===== config.mk =====
export PLATFORM = sky130hd
export DESIGN_NAME = ym3438_timing_gen
export DESIGN_NICKNAME = d
export VERILOG_FILES = /design/src/rtl/ym3438_pkg.sv /design/src/rtl/ym3438_presc.sv /design/src/rtl/ym3438_timing_gen.sv
export SDC_FILE = /design/constraint.sdc
export NUM_CORES = 1
export LEC_CHECK = 0
export CAP_MARGIN = 20
export CORE_MARGIN = 3
export CORE_UTILIZATION = 39
export CTS_CLUSTER_DIAMETER = 200
export DETAILED_ROUTE_END_ITERATION = 6
export MAX_ROUTING_LAYER = met4
export PLACE_DENSITY = 0.71
export SYNTH_ARGS = -nofsm -noshare
export SYNTH_HDL_FRONTEND = slang
export SYNTH_SLANG_ARGS = --single-unit

===== constraint.sdc =====
create_clock -name MCLK -period 2.1 [get_ports MCLK]
set_input_delay 0.42 -clock MCLK [delete_from_list [all_inputs] [get_ports MCLK]]
set_output_delay 0.42 -clock MCLK [all_outputs]
set_load 0.1 [all_outputs]

===== src/rtl/ym3438_pkg.sv =====
// Shared constants and types for the YM3438 timing generator: slot count,
// slot-counter width and the init-state encoding.
package ym3438_pkg;

  localparam int CYCLE_COUNT = 24;
  localparam int CYCLE_W     = 5;

  localparam logic [CYCLE_W-1:0] CYCLE_LAST = CYCLE_W'(CYCLE_COUNT - 1);

  typedef enum logic [1:0] {
    RUN   = 2'd0,
    INIT  = 2'd1,
    DRAIN = 2'd2
  } init_state_e;

endpackage


===== src/rtl/ym3438_presc.sv =====
// Phase generator: c1/c2 one-MCLK enables from an internal prescaler, or from
// edges of phi_ext when YM3438_CLK_EXT_EN is defined.
module ym3438_presc #(
  parameter int DIV = 6
) (
  input  logic MCLK,
  input  logic rst,
`ifdef YM3438_CLK_EXT_EN
  input  logic phi_ext,
`endif
  output logic c1,
  output logic c2
);

`ifdef YM3438_CLK_EXT_EN
  logic phi_s_q, phi_d_q;

  // Two stages give a clean one-MCLK latency from the phi_ext edge to the pulse.
  always_ff @(posedge MCLK) begin
    if (rst) begin
      phi_s_q <= 1'b0;
      phi_d_q <= 1'b0;
    end else begin
      phi_s_q <= phi_ext;
      phi_d_q <= phi_s_q;
    end
  end

  assign c1 = ~rst &  phi_s_q & ~phi_d_q;
  assign c2 = ~rst & ~phi_s_q &  phi_d_q;
`else
  localparam int PW = $clog2(DIV);

  logic [PW-1:0] presc_q, presc_d;

  always_comb begin
    presc_d = presc_q + 1'b1;
    if (presc_q == PW'(DIV - 1)) presc_d = '0;
  end

  always_ff @(posedge MCLK) begin
    if (rst) presc_q <= '0;
    else     presc_q <= presc_d;
  end

  // Gating with rst keeps a reset landing mid-phase from leaking a pulse.
  assign c1 = ~rst & (presc_q == '0);
  assign c2 = ~rst & (presc_q == PW'(DIV / 2));
`endif

endmodule


===== src/rtl/ym3438_timing_gen.sv =====
// YM3438 master timing: phase enables, 24-slot cycle counter and init FSM.
// Define YM3438_CLK_EXT_EN to take phases from the phi_ext input instead.
module ym3438_timing_gen
  import ym3438_pkg::*;
#(
  parameter int DIV = 6
) (
  input  logic               MCLK,
  input  logic               rst,
  input  logic               ic,
`ifdef YM3438_CLK_EXT_EN
  input  logic               phi_ext,
`endif
  output logic               c1,
  output logic               c2,
  output logic [CYCLE_W-1:0] cycle,
  output logic               sync,
  output logic               ic_int
);

  init_state_e        state_q, state_d;
  logic [CYCLE_W-1:0] cycle_q, cycle_d;

  ym3438_presc #(.DIV(DIV)) u_presc (
    .MCLK    (MCLK),
    .rst     (rst),
`ifdef YM3438_CLK_EXT_EN
    .phi_ext (phi_ext),
`endif
    .c1      (c1),
    .c2      (c2)
  );

  // ic is only looked at on c1, so short pulses between c1s are ignored.
  always_comb begin
    state_d = state_q;
    if (c1) begin
      case (state_q)
        RUN:     if (ic) state_d = INIT;
        INIT:    if (!ic) state_d = DRAIN;
        DRAIN: begin
          if (ic)                         state_d = INIT;
          else if (cycle_q == CYCLE_LAST) state_d = RUN;
        end
        default: state_d = INIT;
      endcase
    end
  end

  always_comb begin
    cycle_d = cycle_q;
    if (c2) begin
      if (state_q == INIT || cycle_q == CYCLE_LAST) cycle_d = '0;
      else                                          cycle_d = cycle_q + 1'b1;
    end
  end

  always_ff @(posedge MCLK) begin
    if (rst) begin
      state_q <= INIT;
      cycle_q <= '0;
    end else begin
      state_q <= state_d;
      cycle_q <= cycle_d;
    end
  end

  assign cycle  = cycle_q;
  assign sync   = (cycle_q == '0);
  assign ic_int = (state_q != RUN);

endmodule


==> Yosys cells after proc, flatten, opt, wreduce, memory -nomap -nowiden <==
Index checks and enable logic that the tools add are counted.
{ "totals": {"register_bits": 10, "output_inout_bits": 9, "elab_cells": 29} }
{ "op_classes": {"add_sub_neg": 2, "n_eq_ne": 8, "mux": 6, "n_bitwise": 3, "reduce_logical": 7} }
{ "op_table": {"columns": ["operator", "n"], "rows": [
  ["$mux W2", 4],
  ["$pmux W2 S3", 1],
  ["$add A5 B1 Y5 const B", 1],
  ["$eq A5 B5 Y1 const B", 1],
  ["$logic_not A5 Y1", 1],
  ["$mux W5", 1],
  ["$ne A2 B2 Y1 const B", 2],
  ["$reduce_and A4 Y1", 1],
  ["$add A3 B1 Y3 const B", 1],
  ["$eq A3 B2 Y1 const B", 1],
  ["$eq A3 B3 Y1 const B", 1],
  ["$logic_not A3 Y1", 1],
  ["$ne A3 B3 Y1 const B", 1],
  ["$and A1 B1 Y1", 2],
  ["$eq A2 B1 Y1 const B", 1],
  ["$eq A2 B2 Y1 const B", 1],
  ["$logic_not A2 Y1", 1],
  ["$reduce_bool A2 Y1", 1],
  ["$reduce_or A2 Y1", 1],
  ["$logic_or A1 B1 Y1", 1],
  ["$not A1 Y1", 1]
]} }

==> Logic depth before layout (Yosys ltp) <==
Gate-level depths: netlist of run 1.
{ "logic_depth": {"word_depth": 4, "mapped_depth": 6, "mapped_depth_nobuf": 6} }

==> Hierarchy <==
A second synthesis of run 1 with hierarchy kept.
{ "hier_totals": {"hier_cells": 61, "hier_area_um2": 550.5} }
{ "modules_own_cells": {"columns": ["mod", "instances", "cells_each", "area_each_um2", "seq_area_each_um2"], "rows": [
  ["ym3438_timing_gen", 1, 44, 392.9, 140.1],
  ["ym3438_presc", 1, 17, 157.7, 60.1]
]} }

==> Worst setup path after synthesis of run 1 <==
No wires, ideal clock.
{ "synth_timing": {"path_kind": "register to output", "startpoint": "reg cycle_q[0] (netlist: cycle[0])", "endpoint": "out sync", "t_arrival_ns": 4.062, "required_ns": 1.680, "slack_ns": -2.382, "stages_incl_launch_ff": 4, "path_cell_list": "dfxtp_1 > inv_1 > ha_1 > nor4b_1"} }
{ "synth_via": {"elab_chain_cells": 1} }
{ "synth_rtl": {"columns": ["element", "line", "text"], "rows": [
  ["start: declaration", "ym3438_timing_gen.sv:22", "logic [CYCLE_W-1:0] cycle_q, cycle_d;"],
  ["start signal: assignment", "ym3438_timing_gen.sv:64", "cycle_q <= cycle_d;"],
  ["$logic_not A5 Y1", "ym3438_timing_gen.sv:69", "assign sync = (cycle_q == '0);"],
  ["end: declaration", "ym3438_timing_gen.sv:17", "output logic sync,"]
]} }
Every way passes these cells.

==> Worst setup path in the final report of run 1 <==
{ "layout_timing": {"startpoint": "in rst", "endpoint": "out c1"} }
{ "layout_via": {"elab_chain_cells": 2} }
{ "layout_rtl": {"columns": ["element", "line", "text"], "rows": [
  ["start: declaration", "ym3438_timing_gen.sv:9", "input logic rst,"],
  ["$not A1 Y1", "ym3438_presc.sv:47", "assign c1 = ~rst & (presc_q == '0);"],
  ["$and A1 B1 Y1", "ym3438_presc.sv:47", null],
  ["end: declaration", "ym3438_timing_gen.sv:14", "output logic c1,"]
]} }
Every way passes these cells.

==> summary.md, run 1 <==
| Metric | Value |
|---|---|
| Max IR drop VDD | `0.4240 mV` |
| Final Cycle Share | `93.23%` |
| Worst Tran Pin Value | `0.2620 ns` |
| Worst hold slack | `0.4678 ns` |
| Num Clock Sinks | `10` |
| Avg Inst Size Synth | `~8.4 um^2` |
| Setup violators final | `0` |
| Slew Limit Headroom | `about 82%` |
| Unrepaired setup endpoints after global routing | `false` |
| FP Rows | `12` |
| Port bufs | `11` |
| Antenna Nets Post-Route | `0` |
| Crit Path Max Fanout | `4` |
| CTS tree | `built` |
| Cells after synthesis | `66` |
| Startpoint Class | `input port` |
| Fin. max-slew vios | `0` |
| Syn nets | `75` |
| Crit. End Element | `output port` |
| Post-synthesis sequential area ratio | `36.12%` |
| CTS Buf Count | `3` |
| Post-CTS sizing | `0` |
| RePlAce Congestion | `approximately 0.75` |
| Fmax | `approximately 0.5 GHz` |
| Seq cells post-synth | `10` |
| Worst skew pair latency | `between 0.2 and 0.3 ns` |
| Inserted Diodes | `0` |
| Post-CTS Setup Bufs | `0` |
| CTS root buf | `clkbuf_4` |
| Filler cells | `around 110` |
| Layout area overhead | `36.57%` |
| Gr ovfl total | `0` |
| CP Class | `in2out` |
| Max Cap Viol | `0` |
| First-pass GRT wire length | `roughly 2000 um` |
| Dominant cell type by area after synthesis | `dfxtp_1` |
| Final number of hold-violating endpoints | `0` |
| Routed WL per cell | `11.79 um` |
| Die height | `around 44 um` |
| Share of the synthesized area in the top cell type | `36.12%` |
| P per Cell Area | `around 610 mW/mm^2` |
| Iteration-0 DRC Markers | `8` |
| Yosys cell types | `27` |
| Initial DRT Pass Iterations | `3` |
| Commonest non-fill, non-tap cell in the layout | `inv_1` |
| H-Tree Depth | `1` |
| Synth top area cells | `dfxtp_1 36%, ha_1 14%, inv_1 5.4%` |
| Starting density of the core | `a little under half` |
| Vias in the first global route | `approximately 460` |
| HP Class | `reg2reg` |
| Run status | `completed` |
| Synth Cell Area | `around 550 um^2` |
| IO Pins | `12` |
| Total track usage | `between 15 and 20%` |
| CP Data Required Time | `about 1.7 ns` |
| Leak | `~0.33 nW` |
| Post-route minimum period | `about 2.0 ns` |
| Via Count | `between 400 and 500` |
| Initial antenna violation count | `0` |
| Proportion of layout cells with a drive suffix above 1 | `28.75%` |
| CP arrival | `between 1.5 and 2 ns` |
| HPWL Detailed | `between 800 and 900 um` |
| Vias per inst | `5.277` |
| Nets | `90` |
| Total Power | `about 460 uW` |
| Die Wd | `around 44 um` |
| Clk slew on worst S/H paths | `0.05 ns` |
| Ys Warns | `0` |
| Most frequent cells in the layout | `8 x inv_1, 7 x buf_4, 6 x nand2_1, 6 x ha_1, 5 x dfxtp_1` |
| Skew final | `between 0.01 and 0.015 ns` |
| Core footprint | `~0.0012 mm^2` |
| Largest net degree at the start of global routing | `12` |
| Die area | `~0.0019 mm^2` |
| Layout Utilization | `about 62%` |
| WL final | `around 1100 um` |
| CTS Buffer Depth | `2` |
| Hold-fix buffers, CTS | `0` |
| # DRC | `0` |
==> sequential cells by signal, indices dropped and copies added, names as in the netlist <==
signal / cells
cycle: 5
u_presc.presc_q: 3
state_q: 2
==> Yosys cell counts <==
master    instances
o22ai_1           1
a31oi_1           1
nand3_1           4
a41oi_1           1
nand2b_1          2
nor3b_1           2
a21oi_1           2
nand2_1           6
o21ai_0           2
dfxtp_1          10
nand4b_1          1
a21boi_0          1
o41ai_1           1
nor4b_1           1
inv_1             8
nor2_1            4
or2_2             1
nor2b_1           2
or3b_4            1
nand4_1           1
a31o_2            1
or3_1             2
clkbuf_1          2
o31ai_1           1
and3_1            1
ha_1              6
and4b_1           1
==> critical path, cell delays in order <==
cell	delay, ns
clkdlybuf4s50_1	0.42
or3b_4	0.39
inv_1	0.12
buf_12	0.18
==> layer usage <==
metal / track usage, % / share of wire [%] / vias to the layer above
met2: 21.22 / 45 / 8
met4: 7.229 / 1.5 / 0
met1: 17.62 / 47 / 227
met3: 7.469 / 6.0 / 2
li1: - / - / 259
met5: - / 0 / -
==> area by class of cell <==
type | count | area, um^2 | area share [%]
clock buffers | 4 | 26.28 | 3.471
inverters | 8 | 30.03 | 3.967
multi-input cells | 46 | 339.1 | 44.79
flip-flops and latches | 10 | 211.5 | 27.93
well taps | 14 | 17.52 | 2.314
repair buffers | 12 | 132.6 | 17.52
==> cell families after synthesis <==
kind of cell,count (synthesis),synth area share (%)
compound gates,11,13.32
simple gates,29,30.25
flops,10,36.12
fa+ha+maj,6,13.54
buf+inv,10,6.773
==> report_power, final <==
part | switching (mW) | internal (mW) | total (mW) | leakage (nW)
clock network | 0.0654 | 0.0734 | 0.139 | 0.0150
registers | 0.00889 | 0.197 | 0.206 | 0.0847
logic | 0.0778 | 0.0417 | 0.120 | 0.230
total | 0.152 | 0.312 | 0.464 | 0.329
==> path summary, 6_finish.rpt <==
check                                start                             to  slack, ns  cells past startpoint
max                                    rst                             c1       0.14                      4
min          u_presc.presc_q[0]$_SDFF_PP0_  u_presc.presc_q[0]$_SDFF_PP0_       0.47                      1
max reg2reg  u_presc.presc_q[0]$_SDFF_PP0_        state_q[1]$_SDFFE_PP0P_       0.64                      5
min reg2reg  u_presc.presc_q[0]$_SDFF_PP0_  u_presc.presc_q[0]$_SDFF_PP0_       0.47                      1
==> metrics by stage <==
step	instance area, um^2	std cells	setup slack [ns]	TNS [ns]
6_report	757.0	94	0.1423	0
3_3_place_gp	730.7	90	0.1565	0
3_5_place_dp	730.7	90	0.1385	0
4_1_cts	757.0	94	0.1369	0
2_1_floorplan	588.1	66	-0.02399	-0.02399
5_1_grt	757.0	94	0.04582	0
(Power assumes the default switching activity.)
==> run 2: changes to the inputs <==
--- a/config.mk
+++ b/config.mk
@@ -5,11 +5,13 @@
 export SDC_FILE = /design/constraint.sdc
 export NUM_CORES = 1
 export LEC_CHECK = 0
+export ABC_CLOCK_PERIOD_IN_PS = 2100
 export CAP_MARGIN = 20
 export CORE_MARGIN = 3
 export CORE_UTILIZATION = 39
 export CTS_CLUSTER_DIAMETER = 200
 export DETAILED_ROUTE_END_ITERATION = 6
+export HOLD_SLACK_MARGIN = 0.05
 export MAX_ROUTING_LAYER = met4
 export PLACE_DENSITY = 0.71
 export SYNTH_ARGS = -nofsm -noshare
==> results of run 2 <==
The final DEF is identical to that of run 1; final timing and power are the same.
==> run 3: changes to the inputs <==
--- a/config.mk
+++ b/config.mk
@@ -11,6 +11,7 @@
 export CORE_UTILIZATION = 39
 export CTS_CLUSTER_DIAMETER = 200
 export DETAILED_ROUTE_END_ITERATION = 6
+export GPL_TIMING_DRIVEN = 0
 export HOLD_SLACK_MARGIN = 0.05
 export MAX_ROUTING_LAYER = met4
 export PLACE_DENSITY = 0.71
==> run 3 against run 2 <==
  * Die area unchanged
  * Cell area shrank 3.6%
  * Critical path depth unchanged
  * Wire length is 5.1% lower
  * Sequential share of layout area rose by 1.1 points
  * Global-route usage decreased by 2.2 points
  * Count of clock-buffer cells in the layout shrank 1
  * Combinational power decreased by 8%
  * Via count fell by 1.8%
  * First-iteration DRC count grew 50%
  * Clock power decreased by 6%
  * Highest routed layer unchanged
==> summary.md, run 3 (synthesis gave the netlist of run 1 again) <==
| Metric | Value |
|---|---|
| Final Cycle Share | `between 90% and 100%` |
| Vias per inst | `slightly above 5` |
| Commonest non-fill, non-tap cell in the layout | `inv_1` |
| Filler cells | `117` |
| Slew Limit Headroom | `a little over a third` |
| Die height | `43.70 um` |
| Reg area | `~210 um^2` |
| CTS Buffer Depth | `2` |
| Crit. End Element | `output port` |
| R2r startpoint | `u_presc.presc_q[0]$_SDFF_PP0_` |
| CTS tree | `built` |
| Die area | `0.001910 mm^2` |
| Run status | `completed` |
| Worst Tran Pin Value | `0.9558 ns` |
| Clk slew on worst S/H paths | `around 0.060 ns` |
| FP Rows | `12` |
| Iteration-0 DRC Markers | `12` |
| Antenna Nets Post-Route | `0` |
| Post-route minimum period | `around 2.0 ns` |
| HPWL Detailed | `785.7 um` |
| Startpoint Class | `input port` |
| Setup violators final | `0` |
| Initial antenna violation count | `0` |
| Crit path from | `rst` |
| WL final | `1051 um` |
| Layout area overhead | `31.60%` |
| Vias in the first global route | `431` |
| Crit Path Max Fanout | `4` |
| CP Class | `in2out` |
| Worst skew pair latency | `0.26 ns` |
| Leak | `0.3350 nW` |
| # DRC | `0` |
| Critical Path Max Stage Delay | `between 0.4 and 0.5 ns` |
| Port bufs | `11` |
| Critical path's top delay family | `buffers and inverters` |
| RePlAce Congestion | `0.7375` |
| Fmax | `around 0.50 GHz` |
| Initial DRT Pass Iterations | `4` |
| Via Count | `487` |
| Skew final | `between 0.002 and 0.0025 ns` |
| Worst path cell trace | `clkdlybuf4s50_1 > or3b_4 > inv_1 > buf_6` |
| Inserted Diodes | `0` |
| CP Data Required Time | `~1.7 ns` |
| Routed WL per cell | `between 10 and 15 um` |
| IO Pins | `12` |
| Layout Utilization | `between 50% and 60%` |
| CP max stage cell | `clkdlybuf4s50_1` |
| P per Cell Area | `612.7 mW/mm^2` |
| HP Class | `reg2reg` |
| Max IR drop VDD | `~0.34 mV` |
| H-Tree Depth | `1` |
| Nets | `91` |
| Num Clock Sinks | `10` |
| First-pass GRT wire length | `between 1500 and 2000 um` |
| Gr ovfl total | `0` |
| Hold_sp | `cycle[0]$_SDFFE_PP0P_` |
| Starting density of the core | `about 46%` |
| Unrepaired setup endpoints after global routing | `false` |
| Final number of hold-violating endpoints | `0` |
| CTS Buf Count | `3` |
| Max reg flops | `5` |
| CP arrival | `about 1.6 ns` |
| Core footprint | `0.001216 mm^2` |
| Total track usage | `roughly an eighth` |
| Multi-input gate area | `about 340 um^2` |
| Placed insts | `91` |
| Proportion of layout cells with a drive suffix above 1 | `between 20% and 30%` |
| Non-Filler Instances | `between 90 and 100` |
| Largest net degree at the start of global routing | `11` |
| Die Wd | `~44 um` |
| CTS root buf | `clkbuf_4` |
| Post-CTS Setup Bufs | `0` |
| Max Cap Viol | `0` |
| Most frequent cells in the layout | `8 x inv_1, 6 x nand2_1, 6 x ha_1` |
| Worst path bufs/invs | `3` |
| Fin. max-slew vios | `0` |
run 3: cell types whose count changed in the layout (fill, tap and decap cells not counted):
cell             before  now
buf_4                 7    1
dlygate4sd2_1         0    5
buf_12                3    0
clkbuf_2              0    3
buf_6                 0    1
clkbuf_1              1    0
clkdlybuf4s15_2       0    1
run 3: worst paths after layout:
path	end	slack, ns	cells after the start
worst min-delay path	cycle[0]$_SDFFE_PP0P_	0.47	1
worst min register to register	cycle[0]$_SDFFE_PP0P_	0.47	1
worst max register to register	state_q[1]$_SDFFE_PP0P_	0.62	5
worst max-delay path	c1	0.08	4
run 3: final cells by class:
type	count	area share [%]
sequential	10	28.99
tap	14	2.401
multi-input combinational	46	46.48
inverter	8	4.117
timing repair buffer	11	13.55
buffer	2	1.372
clock buffer	3	3.087
run 3: worst reg2reg max path: cells and delay by family, from the launching register on:
kind                     cells  cell delay [ns]
AND/OR/NAND/NOR              2             0.74
flip-flops                   1             0.33
AO/OA/AOI/OAI                1             0.16
buffers and inverters        1             0.06
adder cells (fa/ha/maj)      1             0.12
run 3: metal layers:
| metal | global-route usage, % | vias to the layer above | share of wire (%) |
|---|---|---|---|
| met5 | - | - | 0 |
| met2 | 17.73 | 9 | 46 |
| li1 | - | 260 | - |
| met4 | 3.614 | 0 | 1.3 |
| met1 | 18.11 | 216 | 48 |
| met3 | 3.734 | 2 | 4.9 |
run 3: report_power, final:
group	switching [mW]	total [mW]	internal, mW
Clock	0.0647	0.131	0.0662
Sequential	0.00896	0.206	0.197
Combinational	0.0773	0.110	0.0327
run 3: repair_timing:
action | in CTS | in global routing
pin swaps | 0 | 0
endpoints found under the setup margin | 9 | 3
resized for setup | 22 | 5
hold buffers | 0 | 0
run 3: metrics by stage:
stage / worst slack [ns] / area, um^2 / hold WS, ns / power [mW] / setup TNS, ns
2_1_floorplan: -0.02399 / 588.1 / 0.4332 / 0.2952 / -0.02399
4_1_cts: 0.03168 / 728.2 / 0.4686 / 0.4474 / 0
3_3_place_gp: -0.7987 / 715.7 / 0.4507 / 0.3203 / -1.735
6_report: 0.08136 / 729.5 / 0.4681 / 0.4469 / 0
3_5_place_dp: -0.8043 / 715.7 / 0.4600 / 0.3214 / -1.746
5_1_grt: 0.001265 / 729.5 / 0.4975 / 0.4683 / 0
